File: src/rtl/jtopl_slot_wr.sv
// rtl/jtopl_slot_wr.sv - slot counter and single-entry write merge ahead of the operator ring
// Holds one pending slot write and splices it into the ring feedback path when the ring reaches the target slot.
module jtopl_slot_wr #(
  parameter int WIDTH = 8,
  parameter int SLOTS = 18,
  parameter int SLOTW = 5
) (
  input  logic             i_clk,
  input  logic             i_rst_n,
  input  logic             i_cen,
  input  logic             i_wr_en,
  input  logic [SLOTW-1:0] i_wr_slot,
  input  logic [WIDTH-1:0] i_wr_data,
  output logic             o_busy,
  output logic             o_done,
  output logic             o_ovf,
  input  logic [WIDTH-1:0] i_fb_in,
  output logic [WIDTH-1:0] o_ring_out,
  output logic [SLOTW-1:0] o_slot,
  output logic             o_zero
);

  localparam logic [SLOTW:0]   LP_SLOTS = (SLOTW+1)'(SLOTS);
  localparam logic [SLOTW-1:0] LP_LAST  = SLOTW'(SLOTS - 1);

  logic [SLOTW-1:0] r_slot;
  logic [SLOTW-1:0] r_pend_slot;
  logic [WIDTH-1:0] r_pend_data;
  logic             r_busy;
  logic             r_done;
  logic             r_ovf;

  logic             w_match;
  logic             w_commit;
  logic             w_slot_ok;

  // Match uses registered pending state only, so a same-edge accept cannot commit.
  assign w_match   = r_busy && (r_pend_slot == r_slot);
  assign w_commit  = i_cen && w_match;
  assign w_slot_ok = ({1'b0, i_wr_slot} < LP_SLOTS);

  always_ff @(posedge i_clk or negedge i_rst_n) begin
    if (!i_rst_n) begin
      r_slot      <= '0;
      r_pend_slot <= '0;
      r_pend_data <= '0;
      r_busy      <= 1'b0;
      r_done      <= 1'b0;
      r_ovf       <= 1'b0;
    end else begin
      r_done <= w_commit;
      if (i_cen) begin
        r_slot <= (r_slot == LP_LAST) ? '0 : r_slot + SLOTW'(1);
      end
      if (i_wr_en) begin
        if (r_busy) begin
          r_ovf <= 1'b1;
        end else if (w_slot_ok) begin
          r_pend_slot <= i_wr_slot;
          r_pend_data <= i_wr_data;
          r_busy      <= 1'b1;
        end
      end
      // Commit only happens while busy, which also rejects any same-cycle request.
      if (w_commit) begin
        r_busy <= 1'b0;
      end
    end
  end

  assign o_ring_out = w_match ? r_pend_data : i_fb_in;
  assign o_slot     = r_slot;
  assign o_zero     = (r_slot == '0);
  assign o_busy     = r_busy;
  assign o_done     = r_done;
  assign o_ovf      = r_ovf;

endmodule

File: config.mk
export PLATFORM = sky130hd
export DESIGN_NAME = jtopl_slot_wr
export DESIGN_NICKNAME = d
export VERILOG_FILES = /design/src/rtl/jtopl_slot_wr.sv
export SDC_FILE = /design/constraint.sdc
export NUM_CORES = 1
export LEC_CHECK = 0
export BUFFER_PORTS_ARGS = -buffer_cell sky130_fd_sc_hd__buf_4
export CORE_MARGIN = 2
export CORE_UTILIZATION = 40
export DETAILED_ROUTE_END_ITERATION = 7
export HOLD_SLACK_MARGIN = 0.1
export PLACE_DENSITY = 0.71
export SYNTH_ARGS = -nofsm -noshare
export SYNTH_HDL_FRONTEND = slang
export SYNTH_SLANG_ARGS = --single-unit
File: constraint.sdc
create_clock -name i_clk -period 3.4 [get_ports i_clk]
set_input_delay 0.68 -clock i_clk [delete_from_list [all_inputs] [get_ports i_clk]]
set_output_delay 0.68 -clock i_clk [all_outputs]
set_load 0.005 [all_outputs]
==> results by stage <==
Yosys:
- After synthesis the cells add up to 1051 um2.
- The netlist uses 26 different library cells.
- Synthesis produced just over 80 cells.
- Of the synthesized area, sequential elements account for 0.5000.
- The number of warnings issued by yosys is 0.
- Of the post-synthesis cell area, the dominant cell type holds 0.5000.
- The cell taking the most area after synthesis is dfrtp_1.
- In this run, synthesis inferred 0 flip-flops with an integrated enable.
- The predominant post-synthesis flop cell is dfrtp_1.
- By area the synthesized netlist is led by dfrtp_1 50%, mux2_2 21%, ha_1 3.6%, xnor2_1 3.3%, o21ai_0 1.9%.
- The mean post-synth cell area is 12.98 um2.
- After synthesis, the most frequently instantiated cells are 21 x dfrtp_1, 20 x mux2_2, 4 x o21ai_0, 4 x xnor2_1.
- The flip-flop and latch count after synthesis is 21.
- Synthesis produced a netlist with a net count of approximately 110.
- The proportion of synthesized flip-flops having asynchronous set or reset is 1.000.
- dfrtp_1 is the most common cell in the netlist.

Clocking:
- The clock reaches the later pin of the worst-skew pair after about 310 ps.
- The number of clock buffers added by TritonCTS is 3.
- For this design, the CTS-stage hold fixing added 0 buffers.
- TritonCTS built the clock tree.
- For this design, the sink count on the clock tree is 21.
- The number of instances resized during post-cts repair is 0.
- The root buffer cell is clkbuf_4.
- The buffer depth of the longest clock path is 2.
- After clock tree synthesis, the clock-pin slew on the worst setup and hold paths is roughly 120 ps.
- In this run the number of H-tree levels came out at 1.
- Once the clock tree was built, the setup fixing pass inserted 0 buffers.

Power and ir drop:
- Of the total power, combinational logic draws 0.376.
- For this design the static power due to leakage is around 0.67 nW.
- Internal power comes to roughly 600 uW.
- The share of total power dissipated in sequential elements is 0.487.
- The switching part of the total power is 0.3178.
- The power density over cell area is 628.7 nW/um2.
- The share of total power dissipated in the clock network is 0.137.
- The worst voltage drop across the vdd grid is 0.3751 mV.
- The switching power of the nets is approximately 280 uW.

Timing:
- The actual transition at the worst max-transition pin is between 400 and 500 ps.
- The worst path needs 2711 ps of the cycle, external delays included.
- In this run the tightest slew margin relative to its limit is 0.6823.
- Setup repair after global routing left no endpoint under its margin.
- For the final routed database, the setup TNS stands at 0 ps.
- Derived from the worst setup path, the maximum achievable clock frequency is between 0.3 and 0.4 GHz.
- The total count of hold-check failures in the final report was 0.
- Setup violations remaining at the end of the flow were counted as 0.
- The number of max-slew violations in the final report came to 0.
- Dividing the final minimum period by the clock period gives 0.7974.
- The setup clock skew after layout is 6.682 ps.
- The worst hold slack is 228.5 ps.

Floorplan:
- The number of standard-cell rows in the floorplan is 18.
- The horizontal extent of the die is around 55 um.
- Pin placement for this block handled 42 I/O pins.
- The overall die area is 3054 um2.
- The total area inside the core boundary comes to 2477 um2.
- For this configuration, the core starts out at a cell density of 0.4242.
- The die is between 50 and 60 um tall.

GRT:
- The number of antenna violations at the first check in global routing is 0.
- The remaining global-route overflow is 0.
- In the global route stage, met3 resource usage came out at 0.02108.
- The number of global-route vias before repair is 797.
- Entering global routing, the biggest net connects 22 pins.
- The peak-usage layer in the global routing report is met2.
- The first global-routing pass estimated 3401 um of wire.
- In the global route stage, met2 resource usage came out at 0.2466.
- In the global route stage, met1 resource usage came out at 0.1616.
- Across every metal layer, demand over resource in global routing totals 0.1396.

Final layout:
- The area used by multi-input combinational logic is 495.5 um2.
- From synthesis to final layout, the design area changed by 33.33%.
- The repair_antennas step left the layout with diodes totalling 0.
- The ratio of cells with drive above 1 in the final layout is 0.5528.
- The area taken by flip-flops and latches is around 530 um2.
- The filler cell count in the final layout is 230.
- The number of nets at the end of the flow is roughly 150.

Worst hold path:
- The tightest min-delay check is of the in -> async type.

Critical path:
- The required time of the critical path is 2720 ps.
- The path type of the worst setup path is reg -> out.
- The worst setup path is launched from a flip-flop.
- The critical path endpoint category is a primary output.
- At the worst endpoint, the arrival time is 2030 ps.
- In this run the worst path has a maximum fanout of 10.

Routing:
- The routed wirelength normalized by instance count is 13.45 um.
- The detailed router finished its first iteration with 11 violations.
- In this run the remaining antenna-violating nets after routing total 0.
- The overall via count from detail_route is 803.
- The via-per-instance ratio is 5.248.
- The first TritonRoute pass finished after 3 iterations.
- The total detailed-routing wirelength is 2058 um.
- After detailed routing, the number of remaining DRC violations is 0.

Job:
- Across the run, the number of max-cap violations was 0.

Placement:
- The HPWL after detailed placement is around 1600 um.
- The number of buffers added on ports is slightly above 40.
- The routability congestion estimate is 0.6846.

Status:
- The flow ran to the end, and the final reports show no timing, DRC or antenna violations.
## final cells by class
class / count / area share
sequential: 21 / 0.3750
multi-input combinational: 55 / 0.3536
timing repair buffer: 41 / 0.2196
tap: 30 / 0.02679
clock buffer: 3 / 0.01607
inverter: 2 / 0.005357
clock inverter: 1 / 0.003571
## metal layers
layer	wire length (um)	part of all wire
met4	35	0.017
met2	1085	0.53
met1	859	0.42
met5	0	0
met3	78	0.038
## stage by stage
step	util	worst slack [ps]	instance area [um2]	total power, mW	cells
6_report	0.5657	688.7	1401	0.8811	153
5_1_grt	0.5657	539.0	1401	0.9435	153
4_1_cts	0.5657	636.5	1401	0.8965	153
3_5_place_dp	0.5545	1007	1374	0.7690	149
3_3_place_gp	0.5545	1023	1374	0.7581	149
2_1_floorplan	-	1295	1051	0.6336	81
## worst paths after layout
kind,end,cells after the start,startpoint,slack (ps)
max,o_ring_out[2],5,o_slot[0],690
min,r_pend_slot[4],1,i_rst_n,230
max reg2reg,o_done,4,o_slot[0],1950
min reg2reg,o_ovf,1,o_ovf,490
max in group asynchronous,o_slot[4],1,i_rst_n,2960
min in group i_clk,o_ovf,1,o_ovf,490
## placed cells by master, fill, tap and decap left out, types with 3 or more instances in the layout
cell type	instances
a21oi_1	3
buf_4	41
clkbuf_4	3
dfrtp_1	21
ha_1	3
mux2_2	20
o21ai_0	4
xnor2_1	4
## logic make-up after synthesis
family          share of synthesized area
buf+inv                           0.02856
compound gates                    0.05477
fa+ha+maj                         0.03572
mux                                0.2381
simple gates                      0.09286
flops                              0.5000
xor+xnor                          0.05000
## flip-flops by register name (all words and copies together), names as in the netlist
name         cells
r_pend_data      8
o_slot           5
r_pend_slot      5
o_busy           1
o_done           1
o_ovf            1
## critical path, cell delays in order (launching register included)
cell,delay [ps]
dfrtp_1,470
xnor2_1,180
nand4_1,160
nor3_4,390
mux2_2,390
buf_4,130
## power by group through the flow
| stage | sequential, mW | clock, mW | combinational, mW |
|---|---|---|---|
| finish | 0.429 | 0.121 | 0.332 |
| global route | 0.444 | 0.135 | 0.364 |
| CTS | 0.427 | 0.131 | 0.338 |
| detailed placement | 0.432 | 0 | 0.337 |
| global placement | 0.430 | 0 | 0.328 |
| floorplan | 0.404 | 0 | 0.229 |
Note: power is estimated with default switching activity, not from simulation.
